`config.mk`:
```
export PLATFORM = sky130hd
export DESIGN_NAME = urv_mult_pipe
export DESIGN_NICKNAME = d
export VERILOG_FILES = /design/src/rtl/urv_mult_pkg.sv /design/src/rtl/urv_mult_limb.sv /design/src/rtl/urv_mult_pipe.sv
export SDC_FILE = /design/constraint.sdc
export NUM_CORES = 1
export LEC_CHECK = 0
export ABC_AREA = 0
export BUFFER_PORTS_ARGS = -buffer_cell sky130_fd_sc_hd__buf_2
export CAP_MARGIN = 10
export CORE_MARGIN = 2
export CORE_UTILIZATION = 55
export CTS_CLUSTER_SIZE = 14
export DETAILED_ROUTE_END_ITERATION = 8
export PLACE_DENSITY = 0.76
export SYNTH_ARGS = -nofsm -noshare
export SYNTH_HDL_FRONTEND = slang
export SYNTH_SLANG_ARGS = --single-unit
```
`constraint.sdc`:
```
create_clock -name clk_i -period 6.9 [get_ports clk_i]
set_input_delay 1.38 -clock clk_i [delete_from_list [all_inputs] [get_ports clk_i]]
set_output_delay 1.38 -clock clk_i [all_outputs]
set_load 0.005 [all_outputs]
```
`src/rtl/urv_mult_pkg.sv`:
```
// ---------------------------------------------------------------------------
// urv_mult_pkg
// Shared constants and types for the uRV pipelined multiply unit:
//   - RISC-V funct3 encodings handled by the unit
//   - limb width of the partial-product decomposition
//   - per-stage control payload carried alongside the datapath
// ---------------------------------------------------------------------------
package urv_mult_pkg;

    localparam logic [2:0] MUL_FUN_MUL    = 3'b000;
    localparam logic [2:0] MUL_FUN_MULH   = 3'b001;
    localparam logic [2:0] MUL_FUN_MULHSU = 3'b010;
    localparam logic [2:0] MUL_FUN_MULHU  = 3'b011;

    // Unsigned limb width; the signed multiplier primitive is one bit wider.
    localparam int unsigned MUL_LIMB_W    = 17;

    // Widest tag a stage can carry; the top level uses the low TAG_W bits.
    localparam int unsigned MUL_TAG_MAX_W = 16;

    typedef struct packed {
        logic                     valid;
        logic [MUL_TAG_MAX_W-1:0] tag;
        logic [2:0]               fun;
    } mul_stage_t;

endpackage

```
`src/rtl/urv_mult_limb.sv`:
```
// ---------------------------------------------------------------------------
// urv_mult_limb
// Registered 18x18 signed multiply with clock enable. One instance per limb
// pair; swap the body for a platform DSP primitive where one is available.
// Ports:
//   clk_i, rst_n_i  clock, async active-low reset (product register -> 0)
//   en_i            load enable; product register holds when low
//   a_i, b_i        signed 18-bit limb operands
//   p_o             registered signed 36-bit product
// ---------------------------------------------------------------------------
module urv_mult_limb
    import urv_mult_pkg::*;
(
    input  logic                           clk_i,
    input  logic                           rst_n_i,
    input  logic                           en_i,
    input  logic signed [MUL_LIMB_W:0]     a_i,
    input  logic signed [MUL_LIMB_W:0]     b_i,
    output logic signed [2*MUL_LIMB_W+1:0] p_o
);

    localparam int unsigned PROD_W = 2 * (MUL_LIMB_W + 1);

    logic signed [PROD_W-1:0] p_d;
    logic signed [PROD_W-1:0] p_q;

    // Operands widened to the product width so the multiply keeps all bits.
    always_comb begin
        p_d = p_q;
        if (en_i) begin
            p_d = PROD_W'(a_i) * PROD_W'(b_i);
        end
    end

    always_ff @(posedge clk_i or negedge rst_n_i) begin
        if (!rst_n_i) begin
            p_q <= '0;
        end else begin
            p_q <= p_d;
        end
    end

    assign p_o = p_q;

endmodule

```
`src/rtl/urv_mult_pipe.sv`:
```
// ---------------------------------------------------------------------------
// urv_mult_pipe
// Pipelined RV32M/RV64M multiply unit (MUL, MULH, MULHSU, MULHU) with
// valid/ready handshake on both sides, flush and a pass-through tag.
// Build option: define URV_MULH_EN to build the full 2*XLEN product and
// support the high-half functions; otherwise only the low half is built and
// MULH/MULHSU/MULHU return 0.
// Parameters: XLEN (32/64), LATENCY (1..4), TAG_W (<= 16)
// Ports:
//   clk_i, rst_n_i   clock, async active-low reset
//   flush_i          kills every in-flight operation at the next edge
//   valid_i/ready_o  input handshake; ready_o is combinational from ready_i
//   rs1_i, rs2_i     operands; fun_i funct3; tag_i opaque tag
//   valid_o/ready_i  output handshake
//   rd_o, tag_o      result and its tag
// ---------------------------------------------------------------------------
module urv_mult_pipe
    import urv_mult_pkg::*;
#(
    parameter int unsigned XLEN    = 32,
    parameter int unsigned LATENCY = 2,
    parameter int unsigned TAG_W   = 5
) (
    input  logic             clk_i,
    input  logic             rst_n_i,
    input  logic             flush_i,
    input  logic             valid_i,
    output logic             ready_o,
    input  logic [XLEN-1:0]  rs1_i,
    input  logic [XLEN-1:0]  rs2_i,
    input  logic [2:0]       fun_i,
    input  logic [TAG_W-1:0] tag_i,
    output logic             valid_o,
    input  logic             ready_i,
    output logic [XLEN-1:0]  rd_o,
    output logic [TAG_W-1:0] tag_o
);

    localparam int unsigned LW = MUL_LIMB_W;
    // Limbs needed to cover the XLEN+1-bit extended operand.
    localparam int unsigned NL = (XLEN + LW) / LW;
    localparam int unsigned EW = NL * LW;
`ifdef URV_MULH_EN
    localparam bit          HI_EN = 1'b1;
`else
    localparam bit          HI_EN = 1'b0;
`endif
    localparam int unsigned PW  = HI_EN ? 2 * XLEN : XLEN;
    localparam int unsigned RDN = (LATENCY > 1) ? LATENCY - 1 : 1;

    logic                 adv;
    logic                 sx1;
    logic                 sx2;
    logic [EW-1:0]        a_ext;
    logic [EW-1:0]        b_ext;
    logic signed [LW:0]   a_l [NL];
    logic signed [LW:0]   b_l [NL];
    logic signed [2*LW+1:0] pp [NL][NL];
    logic [PW-1:0]        prod;
    logic [XLEN-1:0]      res;
    mul_stage_t           st_d [LATENCY];
    mul_stage_t           st_q [LATENCY];
    logic [XLEN-1:0]      rd_d [RDN];
    logic [XLEN-1:0]      rd_q [RDN];

    // Single global advance: the whole pipe moves or holds together.
    assign valid_o = st_q[LATENCY-1].valid;
    assign adv     = !valid_o || ready_i;
    assign ready_o = adv;
    assign tag_o   = st_q[LATENCY-1].tag[TAG_W-1:0];
    assign rd_o    = (LATENCY == 1) ? res : rd_q[RDN-1];

    // Extend operands per function and split into limbs; only the top limb
    // carries a sign, the lower ones are zero-extended to the signed primitive.
    always_comb begin
        sx1   = (fun_i == MUL_FUN_MULH) || (fun_i == MUL_FUN_MULHSU);
        sx2   = (fun_i == MUL_FUN_MULH);
        a_ext = {{(EW-XLEN){sx1 & rs1_i[XLEN-1]}}, rs1_i};
        b_ext = {{(EW-XLEN){sx2 & rs2_i[XLEN-1]}}, rs2_i};
        for (int i = 0; i < NL; i++) begin
            a_l[i] = {1'b0, a_ext[i*LW +: LW]};
            b_l[i] = {1'b0, b_ext[i*LW +: LW]};
        end
        a_l[NL-1] = {a_ext[EW-1], a_ext[EW-LW +: LW]};
        b_l[NL-1] = {b_ext[EW-1], b_ext[EW-LW +: LW]};
    end

    // Stage-1 limb products; pairs that only feed the upper half are skipped
    // when the high-half functions are not built.
    for (genvar i = 0; i < NL; i++) begin : g_a
        for (genvar j = 0; j < NL; j++) begin : g_b
            if (HI_EN || (LW * (i + j) < XLEN)) begin : g_pp
                urv_mult_limb u_limb (
                    .clk_i   (clk_i),
                    .rst_n_i (rst_n_i),
                    .en_i    (adv),
                    .a_i     (a_l[i]),
                    .b_i     (b_l[j]),
                    .p_o     (pp[i][j])
                );
            end else begin : g_nopp
                assign pp[i][j] = '0;
            end
        end
    end

    // Column sum of the registered limb products, modulo 2^PW.
    always_comb begin
        prod = '0;
        for (int i = 0; i < NL; i++) begin
            for (int j = 0; j < NL; j++) begin
                prod = prod + (PW'(pp[i][j]) << (LW * (i + j)));
            end
        end
    end

    // Result half selection; divide encodings (fun[2]=1) fall to default.
    always_comb begin
        res = '0;
        case (st_q[0].fun)
            MUL_FUN_MUL: res = prod[XLEN-1:0];
            MUL_FUN_MULH, MUL_FUN_MULHSU, MUL_FUN_MULHU: begin
`ifdef URV_MULH_EN
                res = prod[PW-1:XLEN];
`else
                res = '0;
`endif
            end
            default: res = '0;
        endcase
    end

    // Stage shift on advance; flush clears every valid bit and wins over both.
    always_comb begin
        st_d = st_q;
        rd_d = rd_q;
        if (adv) begin
            st_d[0] = '{valid: valid_i, tag: MUL_TAG_MAX_W'(tag_i), fun: fun_i};
            for (int k = 1; k < LATENCY; k++) begin
                st_d[k] = st_q[k-1];
            end
            rd_d[0] = res;
            for (int k = 1; k < RDN; k++) begin
                rd_d[k] = rd_q[k-1];
            end
        end
        if (flush_i) begin
            for (int k = 0; k < LATENCY; k++) begin
                st_d[k].valid = 1'b0;
            end
        end
    end

    always_ff @(posedge clk_i or negedge rst_n_i) begin
        if (!rst_n_i) begin
            for (int k = 0; k < LATENCY; k++) begin
                st_q[k] <= '0;
            end
            for (int k = 0; k < RDN; k++) begin
                rd_q[k] <= '0;
            end
        end else begin
            st_q <= st_d;
            rd_q <= rd_d;
        end
    end

endmodule
```
==> Word level (Yosys, flattened, before mapping) <==
Cells that the tools add are included.
{ "word_totals": {"mem_count": 0, "latch_bits": 0, "output_inout_bits": 39, "elab_cells": 28, "register_bits": 112, "inputBits": 77, "rom_bits": 0, "mem_bits_rw": 0} }
{ "classes": {"n_lt_le_gt_ge": 0, "shifts": 0, "bitwise_logic": 2, "add_sub_neg": 2, "n_mul": 3, "n_reduce_logical": 5, "n_eq_ne": 2, "n_mux": 4, "div": 0} }
{ "ops": {"columns": ["op", "n"], "rows": [
  ["adder 32 bit", 2],
  ["2-to-1 mux 40 bit", 1],
  ["multiplier 17 x 17 -> 32 bit", 1],
  ["2-to-1 mux 32 bit", 1],
  ["multiplier 16 x 18 -> 15 bit", 1],
  ["multiplier 18 x 16 -> 15 bit", 1],
  ["== test 3 x 1 -> 1 bit (second input constant)", 1],
  ["== test 3 x 2 -> 1 bit (second input constant)", 1],
  ["logical NOT 3 bit", 1],
  ["AND 1 bit", 2],
  ["logical OR 1 bit", 2],
  ["2-to-1 mux 1 bit", 2],
  ["nonzero test 2 bit", 1],
  ["logical NOT 1 bit", 1]
]} }

==> Depth between registers and ports, before layout <==
Gate-level depths: netlist of the first run.
{ "depth": {"depth_word": 4, "mapped_depth": 23, "mapped_depth_nobuf": 22} }

==> By module <==
Synthesis of the first run repeated with hierarchy kept, for this count alone.
{ "hier_totals": {"hier_cells": 4617, "area_unflattened_um2": 43513.0} }
{ "by_module_without_submodules": {"columns": ["mod", "area_per_inst_um2", "cells_per_inst", "instances"], "rows": [
  ["urv_mult_limb (g_a[0].g_b[0].g_pp.u_limb)", 13829.5, 1508, 1],
  ["urv_mult_limb (g_a[0].g_b[1].g_pp.u_limb)", 13594.3, 1448, 1],
  ["urv_mult_limb (g_a[1].g_b[0].g_pp.u_limb)", 13457.9, 1416, 1],
  ["urv_mult_pipe", 2631.3, 245, 1]
]} }

==> Worst setup path after synthesis of the first run <==
Ideal clock, no wire load.
{ "synth_timing": {"kind": "input -> register", "start": "in rs1_i[13]", "end": "reg g_a[0].g_b[0].g_pp.u_limb.p_q[28]", "path_buffers": 2, "cell_stages": 21, "path_slack_ns": -0.168, "t_required_ns": 6.780, "arrival_time_ns": 6.948, "path_cell_list": "clkbuf_1 clkbuf_1 nand2_1 fa_1 fa_1 fa_1 inv_1 fa_1 fa_1 inv_1 fa_1 inv_1 ha_1 a21o_1 a21oi_1 nor2b_1 a311oi_2 a21oi_1 o31a_1 or3_1 a31o_1"} }
{ "synth_via": {"elab_chain_cells": 1} }
{ "synth_rtl": {"columns": ["item", "line_no", "text"], "rows": [
  ["start: declaration", "urv_mult_pipe.sv:29", "input logic [XLEN-1:0] rs1_i,"],
  ["multiplier 17 x 17 -> 32 bit", "urv_mult_limb.sv:31", "p_d = PROD_W'(a_i) * PROD_W'(b_i);"],
  ["end signal: assignment", "urv_mult_limb.sv:39", "p_q <= p_d;"],
  ["end: declaration", "urv_mult_limb.sv:25", "logic signed [PROD_W-1:0] p_q;"]
]} }
Every way passes these cells.
A chain may end at the register's enable or synchronous reset.

==> Worst setup path in the final report of the first run <==
{ "layout_timing": {"start": "in rs2_i[5]", "end": "reg g_a[0].g_b[0].g_pp.u_limb.p_q[28]"} }
{ "layout_via": {"elab_chain_cells": 1} }
{ "layout_rtl": {"columns": ["item", "line_no", "text"], "rows": [
  ["start: declaration", "urv_mult_pipe.sv:30", "input logic [XLEN-1:0] rs2_i,"],
  ["multiplier 17 x 17 -> 32 bit", "urv_mult_limb.sv:31", null]
]} }
Every way passes these cells.

==> key figures, run 1 <==
Clocking
  – Clock sink count: 109
  – Total CTS buffers: 9
  – Number of H-tree levels: 3
  – Clock Pin Slew Worst Setup and Hold Paths: 0.07 ns
  – CTS Root Buffer Type: sky130_fd_sc_hd__clkbuf_16
  – Source-to-sink clock delay at the later pin of the worst-skew pair: 0.35 ns
  – Clock Path Buffers: 2
  – Buffers inserted during post-CTS setup optimization: 0
  – CTS tree: done

Timing
  – Fmax: 148.4 MHz
  – Worst clock skew: 0.01056 ns
  – Worst Max-Slew Pin Slew: 0.9095 ns
  – Final worst-path setup slack: 0.1622 ns
  – Count of final max-slew check failures: 0
  – Post-layout minimum cycle time: 6.738 ns
  – Count of final hold-check violations: 0
  – Rel. slew slack: 39.37%
  – Ratio of final minimum period to clock period: 97.65%
  – Unrepaired setup endpoints after global routing: no
  – Final count of negative-setup-slack endpoints: 0

Route
  – Uppermost layer routed: met5
  – Number of vias in the routed layout: 16100
  – Routed length on met1: 21.10 mm
  – Antenna Violating Nets Remaining: 0
  – DR iter-0 viols: 1061
  – Met2 wirelength from detailed routing: 25.54 mm
  – Detail-routed net length per standard cell: 16.90 µm
  – Number of remaining DRC errors: 0
  – Met3 wire length: 2.703 mm
  – Drt via density: 5.382
  – Wire length reported by the detailed router: 50.56 mm
  – First-pass iteration count of the detailed router: 5

Global route
  – Number of global-route vias before repair: 17010
  – First-pass GRT wire length: 83.63 mm
  – Antenna violations before repair: 1
  – Pin count of the biggest net entering global routing: 91
  – Total Routing Usage GR: 26.66%
  – GRT overflow: 0

Placement
  – Cell Area, Placed: 22600 µm²
  – Weighted congestion reported at the end of routability-driven placement: 0.9332
  – Final HPWL from detailed placement: 42.42 mm
  – Pre-CTS setup slack: -0.2088 ns
  – Placed Cells incl. Taps: 2976
  – I/O Buffers: 115

Critical path
  – CP required: 7.15 ns
  – Launching instance or port of the critical path: rs2_i[5]
  – Buf+Inv Stages, Crit Path: 7
  – CP arrival: 6.99 ns
  – Worst Path Class, Setup: primary input to register
  – Kind of end point of the critical path: register
  – Worst-path cell chain: clkbuf_4 -> buf_4 -> and2_1 -> fa_1 -> inv_1 -> fa_1 -> fa_1 -> inv_1 -> fa_1 -> fa_1 -> inv_1 -> fa_1 -> inv_1 -> ha_1 -> buf_4 -> a21oi_2 -> nor2b_1 -> a311oi_2 -> a21oi_2 -> o31a_1 -> or3_1 -> a31o_1
  – Launch instance of the worst register-to-register path: g_a[0].g_b[0].g_pp.u_limb.p_o[18]
  – Cell repeated most along the worst path: sky130_fd_sc_hd__fa_1
  – Delay of the slowest cell on the worst path: 0.54 ns
  – Worst reg-to-reg path cell count: 11
  – Cell with the largest stage delay on the worst path: sky130_fd_sc_hd__fa_1
  – Slack of the worst reg-to-reg path: 3.59 ns
  – Reg2Reg Capture Point: rd_o[28]
  – Startpoint type of the worst setup path: primary input
  – Top Family by Delay on Critical Path: adder cells
  – Highest fanout seen on the critical path: 6
  – Instance count on the critical path: 22

Die
  – Die width: 199.3 µm
  – Std cell rows: 71
  – Die Y-Extent: 199.3 µm
  – Area inside the core boundary: 37580 µm²
  – Die outline area: 39730 µm²
  – Initial cell density of the core: 55.84%
  – Top Ports: 116

Final layout
  – Count of non-filler cells in the finished layout: 2991
  – Utilization of the core after routing: 61.09%
  – Fill count: 3145
  – Post-Layout Inst Area: 22960 µm²
  – Layout area overhead: 9.416%
  – Final-stage net count: 3141
  – Share of layout cells above drive strength 1: 10.56%
  – Diode insertion count for antenna repair: 0

Yosys
  – Count of unique library cells instantiated by Yosys: 57
  – Number of enable-type register cells in the synthesized netlist: 0
  – Sequential fraction of the synthesis area: 13.00%
  – Post-Synthesis Cells: 2355
  – Total of warnings raised by yosys: 0
  – Syn Nets: 3020
  – Post-synthesis register bit count: 109
  – Post-Synthesis Cell Area: 20980 µm²
  – Average instance area after synthesis: 8.909 µm²
  – Async set-or-reset flop fraction in the synthesized netlist: 100.0%
  – Top flip-flop cell by instance count after synthesis: sky130_fd_sc_hd__dfrtp_1

Hold path
  – Worst Hold Endpoint: tag_o[3]
  – Cell depth of the worst min-delay path: 2
  – Worst Min Path Start: tag_o[3]
  – HP Class: register to register

Run status
  – Status: complete, no violations

Flow run
  – Max-cap violations: 0
[cell families after synthesis]
logic type      synth area share, %
flops                         13.00
buf+inv                       10.42
mux                         0.04771
fa+ha+maj                     48.45
simple gates                  16.89
xor+xnor                      4.759
compound gates                6.435
[per-stage QoR]
stage                     setup TNS (ns)  hold slack [ns]
after floorplan                        0           0.4386
after global placement           -0.1726           0.4465
after detailed placement         -0.8909           0.4518
after CTS                              0           0.4669
after global routing                   0           0.4950
final                                  0           0.4640
[synthesized netlist by cell type, types with 2 or more instances]
cell type | number | share of area [%]
sky130_fd_sc_hd__buf_4 | 5 | 0.18
sky130_fd_sc_hd__o21a_1 | 4 | 0.14
sky130_fd_sc_hd__o41a_1 | 2 | 0.11
sky130_fd_sc_hd__ha_1 | 214 | 13
sky130_fd_sc_hd__nor3b_1 | 5 | 0.18
sky130_fd_sc_hd__dfrtp_1 | 109 | 13
sky130_fd_sc_hd__a211oi_1 | 4 | 0.14
sky130_fd_sc_hd__a211o_1 | 4 | 0.17
sky130_fd_sc_hd__inv_1 | 457 | 8.2
sky130_fd_sc_hd__a21oi_1 | 59 | 1.4
sky130_fd_sc_hd__a21o_1 | 19 | 0.68
sky130_fd_sc_hd__nor2b_1 | 9 | 0.27
sky130_fd_sc_hd__buf_1 | 3 | 0.054
sky130_fd_sc_hd__nand3_1 | 8 | 0.19
sky130_fd_sc_hd__fa_1 | 374 | 36
sky130_fd_sc_hd__nand2_1 | 448 | 8.0
sky130_fd_sc_hd__or3_1 | 2 | 0.060
sky130_fd_sc_hd__nand4_1 | 3 | 0.089
sky130_fd_sc_hd__o211ai_1 | 6 | 0.21
sky130_fd_sc_hd__clkbuf_1 | 109 | 2.0
sky130_fd_sc_hd__nor2_1 | 56 | 1.0
sky130_fd_sc_hd__a22o_1 | 31 | 1.3
sky130_fd_sc_hd__xnor2_1 | 78 | 3.3
sky130_fd_sc_hd__nand3b_1 | 2 | 0.072
sky130_fd_sc_hd__and3_1 | 7 | 0.21
sky130_fd_sc_hd__o31ai_1 | 6 | 0.21
sky130_fd_sc_hd__inv_2 | 2 | 0.036
sky130_fd_sc_hd__nand2b_1 | 5 | 0.15
sky130_fd_sc_hd__o21ai_0 | 29 | 0.69
sky130_fd_sc_hd__and2_1 | 200 | 6.0
sky130_fd_sc_hd__or2_2 | 2 | 0.060
sky130_fd_sc_hd__xor2_1 | 36 | 1.5
sky130_fd_sc_hd__o41ai_1 | 2 | 0.084
sky130_fd_sc_hd__o221ai_1 | 2 | 0.084
sky130_fd_sc_hd__a31oi_1 | 8 | 0.24
sky130_fd_sc_hd__o21bai_1 | 7 | 0.25
sky130_fd_sc_hd__nor4b_1 | 3 | 0.13
sky130_fd_sc_hd__o2111ai_1 | 2 | 0.084
sky130_fd_sc_hd__nor3_1 | 14 | 0.33
sky130_fd_sc_hd__a221o_1 | 2 | 0.095
[metal layers]
metal  GRT usage (%)  up-vias
li1                -     7338
met1           35.33     8154
met2           46.66      523
met3           2.599       81
met4           7.573        2
met5               0        -
[cell type report]
class | count | area (µm²) | area share [%]
Clock inverter | 5 | 60.06 | 0.2616
Clock buffer | 10 | 239.0 | 1.041
Sequential cell | 109 | 2728 | 11.88
Multi-Input combinational cell | 1669 | 16120 | 70.21
Tap cell | 511 | 639.4 | 2.785
Inverter | 459 | 1723 | 7.505
Timing Repair Buffer | 228 | 1450 | 6.317
[worst min-delay path, stage by stage (launching register included)]
cell and delay (ns):
sky130_fd_sc_hd__dfrtp_1 0.34, sky130_fd_sc_hd__nand2_1 0.05, sky130_fd_sc_hd__nand2_1 0.05
[layout by cell type (no fill, tap or decap), types with 7 or more instances in the layout]
cell type	n
sky130_fd_sc_hd__a22o_1	31
sky130_fd_sc_hd__nor3_1	14
sky130_fd_sc_hd__nor2b_1	8
sky130_fd_sc_hd__fa_1	371
sky130_fd_sc_hd__inv_1	457
sky130_fd_sc_hd__buf_4	114
sky130_fd_sc_hd__xor2_1	36
sky130_fd_sc_hd__xnor2_1	78
sky130_fd_sc_hd__and3_1	7
sky130_fd_sc_hd__nor2_1	56
sky130_fd_sc_hd__a21o_1	19
sky130_fd_sc_hd__and2_1	199
sky130_fd_sc_hd__ha_1	213
sky130_fd_sc_hd__a21oi_1	57
sky130_fd_sc_hd__clkbuf_16	9
sky130_fd_sc_hd__buf_2	109
sky130_fd_sc_hd__o21ai_0	29
sky130_fd_sc_hd__dfrtp_1	109
sky130_fd_sc_hd__o21bai_1	7
sky130_fd_sc_hd__nand2_1	448
sky130_fd_sc_hd__nand3_1	8
sky130_fd_sc_hd__a31oi_1	8
[worst max path at each step]
| stage | endpoint | slack, ns |
|---|---|---|
| 2_1_floorplan | g_a[0].g_b[0].g_pp.u_limb.p_o[28] | 0.002 |
| 3_3_place_gp | g_a[0].g_b[0].g_pp.u_limb.p_o[28] | -0.12 |
| 3_5_place_dp | g_a[0].g_b[0].g_pp.u_limb.p_o[28] | -0.21 |
| 4_1_cts | g_a[0].g_b[0].g_pp.u_limb.p_o[28] | 0.16 |
| 5_1_grt | g_a[0].g_b[0].g_pp.u_limb.p_o[28] | 0.0002 |
| 6_report | g_a[0].g_b[0].g_pp.u_limb.p_o[28] | 0.16 |
[sequential cells by signal (all words and copies together), names as in the netlist]
register                 count
tag_o                        5
st_q                         9
g_a.g_b.g_pp.u_limb.p_o     62
valid_o                      1
rd_o                        32
[what timing repair did]
item	CTS	global route
endpoints found under the setup margin	0	5
endpoints found under the hold margin	0	0
hold buffers	0	0
resized for setup	0	20
Power of run 1 is not shown: default switching activity piles up to over one toggle a cycle in this logic, so the estimate is an artifact.
==> run 2, diff against run 1 <==
--- a/config.mk
+++ b/config.mk
@@ -8,7 +8,6 @@
 export ABC_AREA = 0
 export BUFFER_PORTS_ARGS = -buffer_cell sky130_fd_sc_hd__buf_2
 export CAP_MARGIN = 10
-export CORE_MARGIN = 2
 export CORE_UTILIZATION = 55
 export CTS_CLUSTER_SIZE = 14
 export DETAILED_ROUTE_END_ITERATION = 8
==> run 2 against run 1 <==
Die area fell by 2.0%. Non-clock buffer count did not move. Setup slack improved by 0.038 ns. Global-route usage rose by 0.89 points. Largest cell class unchanged. Sequential share of layout area barely moved. Critical path depth fell by 1. Hold slack improved by 0.0066 ns. Design area barely moved. Critical path type unchanged. Wire length barely moved. First-iteration DRC count fell by 11%.
==> key figures, run 2 (synthesis results as in run 1) <==
Timing
  – Count of final max-slew check failures: 0 (unchanged)
  – Ratio of final minimum period to clock period: 97.09% (-0.55 points)
  – Count of final hold-check violations: 0 (unchanged)
  – Fmax: 149.3 MHz (+0.57%)
  – Final count of negative-setup-slack endpoints: 0 (unchanged)
  – Worst Max-Slew Pin Slew: 0.8677 ns (-0.04179 ns)
  – Worst clock skew: 0.01098 ns (+0.0004149 ns)
  – Rel. slew slack: 42.15% (+2.8 points)
  – Post-layout minimum cycle time: 6.700 ns (-0.03827 ns)
  – Total negative setup slack: 0 ns (unchanged)
  – Unrepaired setup endpoints after global routing: no

Critical path
  – Highest fanout seen on the critical path: 9 (+3)
  – Kind of end point of the critical path: register
  – CP required: 7.14 ns (about the same)
  – Worst Path Class, Setup: primary input to register
  – Startpoint type of the worst setup path: primary input
  – CP arrival: 6.94 ns (-0.05 ns)

Clocking
  – Number of H-tree levels: 3 (unchanged)
  – Source-to-sink clock delay at the later pin of the worst-skew pair: 0.35 ns (about the same)
  – Clock Pin Slew Worst Setup and Hold Paths: 0.07 ns (about the same)
  – Clock sink count: 109 (unchanged)
  – Buffers inserted during post-CTS setup optimization: 0 (unchanged)
  – CTS tree: done
  – CTS Root Buffer Type: sky130_fd_sc_hd__clkbuf_16
  – Total CTS buffers: 9 (unchanged)
  – Clock Path Buffers: 2 (unchanged)
  – # resized after CTS: 0 (unchanged)
  – CTS Hold Bufs: 0 (unchanged)

Global route
  – Pin count of the biggest net entering global routing: 91 (unchanged)
  – Total Routing Usage GR: 27.55% (+0.89 points)
  – GRT overflow: 0 (unchanged)
  – Antenna violations before repair: 1 (unchanged)
  – Number of global-route vias before repair: 16800 (-1.2%)
  – First-pass GRT wire length: 84.20 mm (+0.68%)

Route
  – Number of remaining DRC errors: 0 (unchanged)
  – Detail-routed net length per standard cell: 16.89 µm (about the same)
  – First-pass iteration count of the detailed router: 6 (+1)
  – Antenna Violating Nets Remaining: 0 (unchanged)
  – Wire length reported by the detailed router: 50.55 mm (about the same)
  – Drt via density: 5.367 (-0.29%)
  – DR iter-0 viols: 947 (-11%)
  – Number of vias in the routed layout: 16060 (-0.25%)

Placement
  – Weighted congestion reported at the end of routability-driven placement: 0.9189 (-1.5%)
  – I/O Buffers: 115 (unchanged)
  – Final HPWL from detailed placement: 42.19 mm (-0.56%)

Final layout
  – Layout area overhead: 9.476% (about the same)
  – Fill count: 3175 (+0.95%)
  – Storage element area: 2728 µm² (unchanged)
  – Utilization of the core after routing: 61.13% (about the same)
  – Final-stage net count: 3141 (unchanged)
  – Most common library cell in the layout ignoring fill and taps: sky130_fd_sc_hd__inv_1
  – Footprint of the multi-input gates: 16130 µm² (about the same)
  – Number of flip-flops in the largest register: 62 (unchanged)
  – Share of layout cells above drive strength 1: 10.52% (-0.045 points)
  – Most frequent cells in the layout: sky130_fd_sc_hd__inv_1, sky130_fd_sc_hd__nand2_1, sky130_fd_sc_hd__fa_1
  – Diode insertion count for antenna repair: 0 (unchanged)

Flow run
  – Max-cap violations: 0 (unchanged)

Hold path
  – HP Class: register to register

Die
  – Initial cell density of the core: 55.84% (unchanged)
  – Die Y-Extent: 197.3 µm (-1.0%)
  – Area inside the core boundary: 37580 µm² (unchanged)
  – Std cell rows: 71 (unchanged)
  – Die outline area: 38930 µm² (-2.0%)
  – Top Ports: 116 (unchanged)
  – Die width: 197.3 µm (-1.0%)

Run status
  – Status: complete, no violations
## run 2: changes by cell type in the layout (fill, tap and decap cells not counted), sizes merged
cell	previous run	this run
bufinv	1	0
clkbuf	12	13
inv	460	461
buf	226	225
clkinv	2	3
## run 2: final timing paths
check,from,end,slack (ns),cells past startpoint
worst max-delay path,rs2_i[11],g_a[0].g_b[0].g_pp.u_limb.p_o[28],0.20,21
worst min-delay path,tag_o[1],tag_o[1],0.47,2
worst max register to register,g_a[0].g_b[0].g_pp.u_limb.p_o[18],rd_o[28],3.68,11
worst min register to register,tag_o[1],tag_o[1],0.47,2
max in group asynchronous,rst_n_i,rd_o[17],4.66,2
min in group asynchronous,rst_n_i,tag_o[4],1.01,1
## run 2: metal layers
metal | track usage, % | part of all wire (%) | wire, µm
met4 | 9.819 | 3.5 | 1790
met1 | 37.38 | 41 | 20970
met3 | 3.210 | 6.5 | 3310
met2 | 45.70 | 48 | 24470
met5 | 0 | 0.026 | 13
## run 2: metrics by stage
| stage | hold slack, ns | instance area, µm² | worst slack [ns] | std cells |
|---|---|---|---|---|
| 2_1_floorplan | 0.4386 | 21010 | 0.002157 | 2355 |
| 3_3_place_gp | 0.4447 | 22620 | -0.1736 | 2976 |
| 3_5_place_dp | 0.4569 | 22620 | -0.2298 | 2976 |
| 4_1_cts | 0.4736 | 22900 | 0.1385 | 2992 |
| 5_1_grt | 0.4928 | 22970 | 0.02396 | 2992 |
| 6_report | 0.4706 | 22970 | 0.2005 | 2992 |
## run 2: area by class of cell
type / count / area share [%]
Sequential cell: 109 / 11.87
Clock inverter: 6 / 0.2015
Timing Repair Buffer: 228 / 6.439
Tap cell: 511 / 2.784
Multi-Input combinational cell: 1669 / 70.20
Inverter: 459 / 7.501
Clock buffer: 10 / 0.9968
## run 2: critical path, cell delays in order
cell and delay (ns):
sky130_fd_sc_hd__buf_2 0.21, sky130_fd_sc_hd__and2_1 0.21, sky130_fd_sc_hd__fa_1 0.56, sky130_fd_sc_hd__inv_1 0.07
sky130_fd_sc_hd__fa_1 0.53, sky130_fd_sc_hd__inv_1 0.05, sky130_fd_sc_hd__fa_1 0.49, sky130_fd_sc_hd__fa_1 0.43
sky130_fd_sc_hd__fa_1 0.49, sky130_fd_sc_hd__inv_1 0.05, sky130_fd_sc_hd__fa_1 0.48, sky130_fd_sc_hd__inv_1 0.04
sky130_fd_sc_hd__ha_1 0.31, sky130_fd_sc_hd__buf_4 0.17, sky130_fd_sc_hd__a21oi_1 0.14, sky130_fd_sc_hd__nor2b_1 0.08
sky130_fd_sc_hd__a311oi_2 0.34, sky130_fd_sc_hd__a21oi_2 0.11, sky130_fd_sc_hd__o31a_1 0.30, sky130_fd_sc_hd__or3_1 0.30
sky130_fd_sc_hd__a31o_1 0.21
Power of run 2 is left out for the same reason.
==> run 3, diff against run 2 <==
--- a/config.mk
+++ b/config.mk
@@ -11,7 +11,7 @@
 export CORE_UTILIZATION = 55
 export CTS_CLUSTER_SIZE = 14
 export DETAILED_ROUTE_END_ITERATION = 8
-export PLACE_DENSITY = 0.76
+export PLACE_DENSITY = 0.73
 export SYNTH_ARGS = -nofsm -noshare
 export SYNTH_HDL_FRONTEND = slang
 export SYNTH_SLANG_ARGS = --single-unit
==> run 3 against run 2 <==
Fmax decreased by 0.27%. Hold slack worse by 0.0050 ns. Non-clock buffer count increased by 6. Via count down 0.48%. Critical path type unchanged.
==> key figures, run 3 (synthesis results as in run 1) <==
Run status
  – Status: complete, no violations

Final layout
  – Post-Layout Inst Area: 23010 µm² (+0.19%)
  – Utilization of the core after routing: 61.24% (+0.11 points)
  – Final-stage net count: 3147 (+0.19%)
  – Layout area overhead: 9.679%
  – Fill count: 3230 (+1.7%)
  – Most common library cell in the layout ignoring fill and taps: sky130_fd_sc_hd__inv_1
  – Share of layout cells above drive strength 1: 10.57% (+0.055 points)
  – Most frequent cells in the layout: sky130_fd_sc_hd__inv_1, sky130_fd_sc_hd__nand2_1, sky130_fd_sc_hd__fa_1
  – Number of flip-flops in the largest register: 62 (unchanged)

Clocking
  – Clock Path Buffers: 2 (unchanged)
  – Number of H-tree levels: 3 (unchanged)
  – Source-to-sink clock delay at the later pin of the worst-skew pair: 0.36 ns (about the same)
  – Total CTS buffers: 9 (unchanged)
  – Clock sink count: 109 (unchanged)
  – # resized after CTS: 0 (unchanged)
  – Buffers inserted during post-CTS setup optimization: 0 (unchanged)
  – Clock Pin Slew Worst Setup and Hold Paths: 0.08 ns (about the same)
  – CTS tree: done
  – CTS Root Buffer Type: sky130_fd_sc_hd__clkbuf_16
  – CTS Hold Bufs: 0 (unchanged)

Placement
  – I/O Buffers: 115 (unchanged)
  – Cell Area, Placed: 22690 µm² (+0.31%)
  – Weighted congestion reported at the end of routability-driven placement: 0.8994 (-2.1%)
  – Final HPWL from detailed placement: 43.49 mm (+3.1%)

Timing
  – Final count of negative-setup-slack endpoints: 0 (unchanged)
  – Count of final max-slew check failures: 0 (unchanged)
  – Ratio of final minimum period to clock period: 97.36% (+0.26 points)
  – Worst clock skew: 0.01421 ns (+0.003236 ns)
  – Total negative setup slack: 0 ns (unchanged)
  – Fmax: 148.9 MHz (-0.27%)
  – Worst Max-Slew Pin Slew: 0.8762 ns (+0.008467 ns)
  – Count of final hold-check violations: 0 (unchanged)
  – Post-layout minimum cycle time: 6.718 ns (+0.01824 ns)
  – Hold Slack: 0.4656 ns (-0.005044 ns)
  – Rel. slew slack: 41.59% (-0.56 points)

Route
  – Antenna Violating Nets Remaining: 0 (unchanged)
  – Detail-routed net length per standard cell: 17.31 µm (+2.4%)
  – DR iter-0 viols: 939 (-0.84%)
  – First-pass iteration count of the detailed router: 6 (unchanged)
  – Drt via density: 5.328 (-0.71%)
  – Wire length reported by the detailed router: 51.90 mm (+2.7%)
  – Number of vias in the routed layout: 15980 (-0.48%)
  – Number of remaining DRC errors: 0 (unchanged)

Hold path
  – Cell depth of the worst min-delay path: 2 (unchanged)
  – HP Class: register to register
  – Worst Min Path Start: tag_o[0]
  – Worst Hold Endpoint: tag_o[0]

Critical path
  – Startpoint type of the worst setup path: primary input
  – Reg2Reg Capture Point: rd_o[28]
  – Worst Path Class, Setup: primary input to register
  – Worst reg-to-reg path cell count: 11 (unchanged)
  – Cell with the largest stage delay on the worst path: sky130_fd_sc_hd__fa_1
  – Highest fanout seen on the critical path: 6 (-3)
  – Launch instance of the worst register-to-register path: g_a[0].g_b[0].g_pp.u_limb.p_o[18]
  – Cell repeated most along the worst path: sky130_fd_sc_hd__fa_1
  – Delay of the slowest cell on the worst path: 0.55 ns (about the same)
  – CP arrival: 6.97 ns (+0.03 ns)
  – Kind of end point of the critical path: register
  – Slack of the worst reg-to-reg path: 3.60 ns (-0.08 ns)
  – CP required: 7.15 ns (about the same)
  – Worst-path cell chain: buf_2 -> and2_1 -> fa_1 -> inv_1 -> fa_1 -> inv_1 -> fa_1 -> inv_1 -> fa_1 -> fa_1 -> fa_1 -> inv_1 -> ha_1 -> a21o_1 -> a21oi_2 -> inv_2 -> a2111oi_4 -> o41ai_1 -> o31a_1 -> or3_1 -> a31o_1

Die
  – Initial cell density of the core: 55.84% (unchanged)
  – Die Y-Extent: 197.3 µm (unchanged)
  – Std cell rows: 71 (unchanged)
  – Top Ports: 116 (unchanged)
  – Die width: 197.3 µm (unchanged)
  – Die outline area: 38930 µm² (unchanged)
  – Area inside the core boundary: 37580 µm² (unchanged)

Global route
  – Total Routing Usage GR: 28.09% (+0.54 points)
  – Number of global-route vias before repair: 16860 (+0.34%)
  – First-pass GRT wire length: 85.82 mm (+1.9%)
  – Pin count of the biggest net entering global routing: 91 (unchanged)
  – GRT overflow: 0 (unchanged)
  – Antenna violations before repair: 1 (unchanged)

Flow run
  – Max-cap violations: 0 (unchanged)
## run 3: how the worst max path moves through the flow
| stage | startpoint | endpoint | slack, ns | cells past startpoint |
|---|---|---|---|---|
| after floorplan | rs2_i[12] | g_a[0].g_b[0].g_pp.u_limb.p_o[28] | 0.002 | 19 |
| after global placement | rs2_i[5] | g_a[0].g_b[0].g_pp.u_limb.p_o[28] | -0.11 | 21 |
| after detailed placement | rs2_i[5] | g_a[0].g_b[0].g_pp.u_limb.p_o[28] | -0.18 | 21 |
| after CTS | rs2_i[5] | g_a[0].g_b[0].g_pp.u_limb.p_o[31] | 0.20 | 22 |
| after global routing | rs2_i[5] | g_a[0].g_b[0].g_pp.u_limb.p_o[19] | -0.02 | 23 |
| final | rs2_i[5] | g_a[0].g_b[0].g_pp.u_limb.p_o[28] | 0.18 | 21 |
## run 3: per-layer routing
layer / up-vias / global-route usage, % / share of wire (%)
li1: 7356 / - / -
met1: 8051 / 38.16 / 43
met2: 498 / 47.26 / 48
met3: 75 / 3.295 / 5.3
met4: 0 / 8.355 / 2.9
met5: - / 0 / 0
## run 3: final cells by class
class	instances	area [µm²]	area share (%)
diodes	1	2.502	0.01087
clock buffers	10	229.0	0.9950
clock inverters	6	75.07	0.3262
inverters	459	1723	7.487
multi-input cells	1669	16090	69.93
flip-flops and latches	109	2728	11.85
well taps	511	639.4	2.778
repair buffers	234	1524	6.622
## run 3: stage by stage
step / cells / setup WS, ns
finish: 2999 / 0.1823
global placement: 2982 / -0.1144
CTS: 2998 / 0.2036
detailed placement: 2982 / -0.1770
global route: 2998 / -0.01640
floorplan: 2355 / 0.002157
## run 3: worst max-delay path, delay by kind of cell
family | cells | cell delay, ns
AO/OA/AOI/OAI | 6 | 1.36
buffers and inverters | 6 | 0.44
adder cells (fa/ha/maj) | 7 | 3.29
AND/OR/NAND/NOR | 2 | 0.50
Power of run 3 is left out for the same reason.
